<file path="config.mk">
export PLATFORM = sky130hd
export DESIGN_NAME = i2s_receiver
export DESIGN_NICKNAME = d
export VERILOG_FILES = /design/src/rtl/i2s_receiver.sv
export SDC_FILE = /design/constraint.sdc
export NUM_CORES = 1
export LEC_CHECK = 0
export ABC_AREA = 1
export BUFFER_PORTS_ARGS = -buffer_cell sky130_fd_sc_hd__buf_4
export CORE_UTILIZATION = 40
export DETAILED_ROUTE_END_ITERATION = 6
export SLEW_MARGIN = 20
export SYNTH_ARGS = -nofsm -noshare
export SYNTH_HDL_FRONTEND = slang
export SYNTH_SLANG_ARGS = --single-unit
export TNS_END_PERCENT = 5
</file>
<file path="constraint.sdc">
create_clock -name clk -period 7.36 [get_ports clk]
set_input_delay 1.472 -clock clk [delete_from_list [all_inputs] [get_ports clk]]
set_output_delay 1.472 -clock clk [all_outputs]
set_load 0.02 [all_outputs]
</file>
<file path="src/rtl/i2s_receiver.sv">
// I2S receiver: synchronizes an external I2S stream into the clk domain,
// assembles left/right slot words into stereo frames and buffers them in a
// small FIFO that is drained through a valid/ready stream interface.
module i2s_receiver #(
  parameter int SAMPLE_WIDTH = 16,
  parameter int FIFO_DEPTH   = 4
) (
  input  logic                          clk,
  input  logic                          rst,
  input  logic                          audio_bclk,
  input  logic                          audio_lrclk,
  input  logic                          audio_din,
  output logic [2*SAMPLE_WIDTH-1:0]     sample_data,
  output logic                          sample_valid,
  input  logic                          sample_ready,
  output logic [$clog2(FIFO_DEPTH):0]   fifo_level,
  output logic                          overrun,
  input  logic                          overrun_clear
);

  localparam int AW = $clog2(FIFO_DEPTH);
  localparam int CW = $clog2(SAMPLE_WIDTH + 1);

  typedef enum logic [1:0] {
    SEEK  = 2'd0,
    LEFT  = 2'd1,
    RIGHT = 2'd2
  } state_t;

  // Synchronizer and edge-detect state
  logic [2:0]              bclk_sync;   // [0]/[1] synchronizer, [2] delayed copy
  logic [1:0]              lrclk_sync;
  logic [1:0]              din_sync;
  logic [1:0]              warm_cnt;    // edges seen since reset release
  logic                    rise;
  logic                    lrclk_s;
  logic                    din_s;

  // Slot assembly state
  logic                    lrclk_prev;
  logic [CW-1:0]           bitcnt;
  logic [SAMPLE_WIDTH-1:0] shreg;
  logic [SAMPLE_WIDTH-1:0] word_next;
  logic [SAMPLE_WIDTH-1:0] left_hold;
  logic                    slot_end;

  // Frame FSM
  state_t                  state;
  state_t                  next_state;
  logic                    latch_left;
  logic                    push_req;

  // FIFO
  logic [2*SAMPLE_WIDTH-1:0] mem [FIFO_DEPTH];
  logic [AW-1:0]             wr_ptr;
  logic [AW-1:0]             rd_ptr;
  logic [AW:0]               count;
  logic                      full;
  logic                      pop;
  logic                      do_push;
  logic                      drop;

  // Two-flop synchronizers plus a third bclk flop for rise detection; the warm-up
  // counter keeps the reset-cleared delay flop from faking a rise on release.
  always_ff @(posedge clk or posedge rst) begin
    if (rst) begin
      // NOTE: sequential state is updated with non-blocking assignments so every
      // flop samples the pre-edge value of its neighbours, exactly like hardware.
      bclk_sync  <= '0;
      lrclk_sync <= '0;
      din_sync   <= '0;
      warm_cnt   <= '0;
    end else begin
      bclk_sync  <= {bclk_sync[1:0], audio_bclk};
      lrclk_sync <= {lrclk_sync[0], audio_lrclk};
      din_sync   <= {din_sync[0], audio_din};
      if (warm_cnt != 2'd3) warm_cnt <= warm_cnt + 2'd1;
    end
  end

  assign rise    = bclk_sync[1] & ~bclk_sync[2] & (warm_cnt == 2'd3);
  assign lrclk_s = lrclk_sync[1];
  assign din_s   = din_sync[1];

  // Slot word including the bit arriving on this rise; bits past SAMPLE_WIDTH drop out.
  always_comb begin
    // NOTE: every always_comb output gets a default first so no path can
    // leave it unassigned and infer a latch.
    word_next = shreg;
    for (int i = 0; i < SAMPLE_WIDTH; i++) begin
      if (bitcnt == CW'(SAMPLE_WIDTH - 1 - i)) word_next[i] = din_s;
    end
    slot_end = (lrclk_s != lrclk_prev);
  end

  // Shift register, bit counter and word-select history, advanced on each rise.
  always_ff @(posedge clk or posedge rst) begin
    if (rst) begin
      lrclk_prev <= 1'b0;
      bitcnt     <= '0;
      shreg      <= '0;
      left_hold  <= '0;
    end else if (rise) begin
      lrclk_prev <= lrclk_s;
      if (slot_end) begin
        shreg  <= '0;
        bitcnt <= '0;
      end else begin
        shreg <= word_next;
        if (bitcnt != CW'(SAMPLE_WIDTH)) bitcnt <= bitcnt + CW'(1);
      end
      if (latch_left) left_hold <= word_next;
    end
  end

  // Frame FSM state register.
  always_ff @(posedge clk or posedge rst) begin
    if (rst) state <= SEEK;
    else     state <= next_state;
  end

  // Frame FSM next state: SEEK waits for a fresh left slot, then LEFT/RIGHT alternate.
  always_comb begin
    next_state = state;
    latch_left = 1'b0;
    push_req   = 1'b0;
    if (rise && slot_end) begin
      case (state)
        SEEK:    if (!lrclk_s) next_state = LEFT;
        LEFT: begin
          latch_left = 1'b1;
          next_state = RIGHT;
        end
        RIGHT: begin
          push_req   = 1'b1;
          next_state = LEFT;
        end
        default: next_state = SEEK;
      endcase
    end
  end

  assign full    = (count == (AW+1)'(FIFO_DEPTH));
  assign pop     = sample_valid & sample_ready;
  assign do_push = push_req & (~full | pop);
  assign drop    = push_req & full & ~pop;

  // FIFO storage write.
  always_ff @(posedge clk) begin
    // NOTE: the storage array has no reset; its contents are never visible
    // while empty because sample_data is forced to zero then.
    if (do_push) mem[wr_ptr] <= {left_hold, word_next};
  end

  // FIFO pointers and occupancy.
  always_ff @(posedge clk or posedge rst) begin
    if (rst) begin
      wr_ptr <= '0;
      rd_ptr <= '0;
      count  <= '0;
    end else begin
      if (do_push) wr_ptr <= wr_ptr + AW'(1);
      if (pop)     rd_ptr <= rd_ptr + AW'(1);
      case ({do_push, pop})
        2'b10:   count <= count + (AW+1)'(1);
        2'b01:   count <= count - (AW+1)'(1);
        default: count <= count;
      endcase
    end
  end

  // Sticky overrun flag; a drop in the same cycle wins over a clear.
  always_ff @(posedge clk or posedge rst) begin
    if (rst)                overrun <= 1'b0;
    else if (drop)          overrun <= 1'b1;
    else if (overrun_clear) overrun <= 1'b0;
  end

  assign sample_valid = (count != '0);
  assign sample_data  = sample_valid ? mem[rd_ptr] : '0;
  assign fifo_level   = count;

endmodule
</file>
# Yosys cells after proc, flatten, opt, wreduce, memory -nomap -nowiden
# Memory sizes are Yosys's and may differ from the RTL's.
# Cells that the tools add are included.
# op_classes
addsub	6
eq_ne	25
mux	31
bitwise	10
n_reduce_logical	10
# op_table
cell	count
$eq 5x4->1 const B	8
$mux 32	1
$mux 1	24
$eq 5x3->1 const B	4
$mux 16	1
$eq 5x2->1 const B	2
$mux 5	2
$add 2x1->2 const B	3
$and 1x1->1	6
$eq 2x2->1 const B	3
$pmux 2 s3	1
$pmux 3 s2	1
$reduce_and 2->1	3
$reduce_bool 2->1	3
$add 5x1->5 const B	1
$eq 5x1->1 const B	1
$logic_not 5->1	1
$ne 5x5->1 const B	1
$eq 2x1->1 const B	2
$ne 2x2->1 const B	2
$add 3x1->3 const B	1
$eq 3x3->1 const B	1
$not 1->1	3
$reduce_bool 3->1	1
other kinds (6)	6
# totals
reg_bits	57
mem_bits_rw	128
inputBits	7
memories	1
# memory_table
name	words	width	read_ports	rd_ports_with_merged_regs	wr	line	source
mem	4	32	1	0	1	54	logic [2*SAMPLE_WIDTH-1:0] mem [FIFO_DEPTH];

# Longest topological paths before layout
# logic_depth
word_depth	8
mapped_depth	13
depth_no_buf	13

# Least setup slack after synthesis
# No wires, ideal clock.
# synth_path
kind	input port to flip-flop
startpoint	in sample_ready
endpoint	mem mem[0][0] (netlist bit), enable pin
setup_ns	0.421
arrival_ns	3.310
required_time_ns	6.939
setup_slack_ns	3.629
cell_stages	6
cell_sequence	inv_1 > nand3_1 > inv_1 > nor2_1 > inv_1 > nor2_1
# synth_via
elab_chain_len	5
# synth_rtl
element	line	source
from (decl)	15	input logic sample_ready,
$and 1x1->1	144	assign pop = sample_valid & sample_ready;
$or 1x1->1	145	assign do_push = push_req & (~full | pop);
$and 1x1->1	145	
$mux 1	152	if (do_push) mem[wr_ptr] <= {left_hold, word_next};
$mux 1 (not written as such)	152	
to (decl)	54	
# No other way between the ends.

# Final worst setup path
# layout_path
startpoint	reg rd_ptr[0]
endpoint	out sample_data[17]
# layout_via
elab_chain_len	2
# layout_rtl
element	line	source
from (decl)	56	logic [AW-1:0] rd_ptr;
from (signal assigned)	163	if (pop) rd_ptr <= rd_ptr + AW'(1);
$mem_v2 4x32	n/a	
$mux 32	180	assign sample_data = sample_valid ? mem[rd_ptr] : '0;
to (decl)	13	output logic [2*SAMPLE_WIDTH-1:0] sample_data,
# No other way between the ends.

==> results.md <==
* Status: completed
* Critical Setup Path Class: reg -> out
* DR iter-0 viols at about 310
* Synth Cell Area at about 7600 µm²
* Via density per instance at 5.07
* Yosys cell types at 29
* Largest net degree at the start of global routing at 66
* Avg Inst Size Synth at 11.0 µm²
* Critical Path Slowest Stage Cell: inv_2
* Fin. max-slew vios at 0
* Post-cts sizing count at 0
* Max Cap Viol at 0
* Clock Latency Late Sink at 0.42 ns
* CP Launch Point: rd_ptr[0]$_DFFE_PP0N_
* GPL Wtd Cong at ~0.75
* Critical path capture point type: output pin
* Leakage at ~0.0036 µW
* Number of global-route vias before repair at 5,074
* Clock-pin slew on the worst setup and hold paths at ~0.07 ns
* Reg2reg end: mem[3][29]$_DFFE_PP_
* Setup ws final at ~3.7 ns
* Post-CTS setup buffers at 0
* P per Cell Area at roughly 380 nW/µm²
* Worst Path Required at a little under 6 ns
* Arrival time at the worst endpoint at between 2 and 2.5 ns
* Cell taking the most area after synthesis: edfxtp_1
* Root buf cell: clkbuf_16
* Die area at 19,600 µm²
* Final #Nets at 753
* DRC Markers at 0
* CP max stage delay at 0.69 ns
* GR Util All Layers at 0.172
* Critical path cell sequence: inv_2 -> o21ai_0 -> a21oi_1 -> buf_4
* Final setup fails at 0
* Worst path depth at 4
* # IOs at 44
* Worst path buffer plus inverter count at 2
* First-pass GRT wire length at roughly 26,000 µm
* Routed WL at between 15,000 and 20,000 µm
* Setup WS pre-CTS at slightly above 4 ns
* Port bufs at 43
* Sequential area share after synthesis at 0.691
* R2R Setup Slk at ~4.8 ns
* Critical path's top delay family: buffers and inverters
* Tmin final at between 3 and 4 ns
* Share of the synthesized area in the top cell type at 0.504
* RSZ-0062 raised after global routing: false
* Die height at between 100 and 150 µm
* Initial DRT Pass Iterations at 4
* Yosys warnings at 0
* Routed len/inst at 15.9 µm
* Mapped Cells at between 600 and 700
* TritonCTS clock tree: yes
* Worst VDD drop at 0.000198 V
* Critical Path Fanout Max at 65
* Sum Neg Setup Slack at 0 ns
* Gr ovfl total at 0
* Tightest Pin Transition at 0.959 ns
* Final Hold Viols at 0
* Ant diodes at 0
* Initial Util at 0.408
* Core area at about 19,000 µm²
* End of the critical path: sample_data[17]
* Final HPWL DP at between 9000 and 10,000 µm
* Layout cells sized above 1 at 0.143
* Tcrit/Tclk final at 0.497
* Commonest non-fill, non-tap cells in the layout: 143 x nor2_1, 128 x edfxtp_1, 103 x nand2_1, 80 x o21ai_0, 56 x dfrtp_1
* CTS Buf Count at 17
* Max frequency at ~270 MHz
* Dominant cells by area after synthesis: edfxtp_1 50%, dfrtp_1 19%, nor2_1 7.2%
* Launching point of the worst reg2reg path: warm_cnt[0]$_DFFE_PP0P_
* Routed Antenna Nets at 0
* Area grow syn2layout at 15.4%
* Startpoint type of the worst setup path: flip-flop
* Initial antenna violation count at 0
* Largest buffer count on any clock path at 2
* DIE WIDTH at around 140 µm
* Via count at between 4,000 and 5,000
* Most common cell after layout, fill and taps aside: nor2_1
* H-tree depth at 4
* Yosys reg bits at around 190
* Rows at 50
* Path depth of the worst reg2reg path at 8
* CTS hold repair buffers at 0
* Clock sinks at about 190
* Worst Skew at roughly 0.013 ns
* Syn_nets at 710
* Slew headroom at 0.359
* Hold WC Path Type: reg -> reg
==> power by group <==
part	total (µW)	switching (µW)	internal [µW]
clock	912	393	519
combinational	1160	758	404
sequential	1240	47.3	1190
total	3310	1200	2110
==> metal layers <==
metal,global-route usage,share of wire
met5,0,0
met4,0.0758,0.019
met3,0.0390,0.035
met2,0.288,0.49
met1,0.214,0.45
==> state kept, by name (all words and copies together) (netlist names) <==
signal      cells
lrclk_prev      1
warm_cnt        2
bclk_sync       3
overrun         1
rd_ptr          2
state           2
din_sync        2
wr_ptr          2
shreg          16
bitcnt          5
fifo_level      3
lrclk_sync      2
left_hold      16
mem           128
==> worst min-delay path by stage <==
stage / startpoint / endpoint / cells past startpoint
global placement: lrclk_sync[0]$_DFF_PP0_ / lrclk_sync[1]$_DFF_PP0_ / 0
global route: lrclk_sync[0]$_DFF_PP0_ / lrclk_sync[1]$_DFF_PP0_ / 0
floorplan: bclk_sync[0]$_DFF_PP0_ / bclk_sync[1]$_DFF_PP0_ / 0
finish: din_sync[0]$_DFF_PP0_ / din_sync[1]$_DFF_PP0_ / 0
detailed placement: din_sync[0]$_DFF_PP0_ / din_sync[1]$_DFF_PP0_ / 0
CTS: lrclk_sync[0]$_DFF_PP0_ / lrclk_sync[1]$_DFF_PP0_ / 0
==> kinds of logic after synthesis <==
logic type,after synthesis,share of synthesized area
xor+xnor,4,0.00459
flops,185,0.691
simple gates,268,0.139
compound gates,148,0.106
fa+ha+maj,11,0.0190
buf+inv,75,0.0389
mux,1,0.00148
==> cells in the mapped netlist, drive strengths merged <==
master and n:
a21oi 41, a31oi 7, buf 9, clkbuf 19, dfrtp 57, edfxtp 128
fa 1, ha 10, inv 47, mux2 1, nand2 104, nand3 10
nand4 1, nor2 151, nor3 2, o21a 8, o21ai 89, o22ai 3
xnor2 1, xor2 3
==> layout make-up <==
cell class | instances | area [µm²]
clock buffer | 18 | 439
sequential | 185 | 5270
fill | 1648 | 9900
inverter | 47 | 176
multi-input combinational | 432 | 2070
tap | 234 | 293
clock inverter | 14 | 161
timing repair buffer | 52 | 390
==> metrics by stage <==
stage                     hold WS (ns)  instances   util  instance area [µm²]  total power, µW
after floorplan                  0.331        692      -                 7630             2000
after CTS                        0.351        982  0.471                 8800             3350
final                            0.349        982  0.471                 8800             3310
after global placement           0.332        950  0.439                 8200             2410
after global routing             0.359        982  0.471                 8800             3500
after detailed placement         0.335        950  0.439                 8200             2440
No activity file was read; power rests on OpenSTA's default activity.
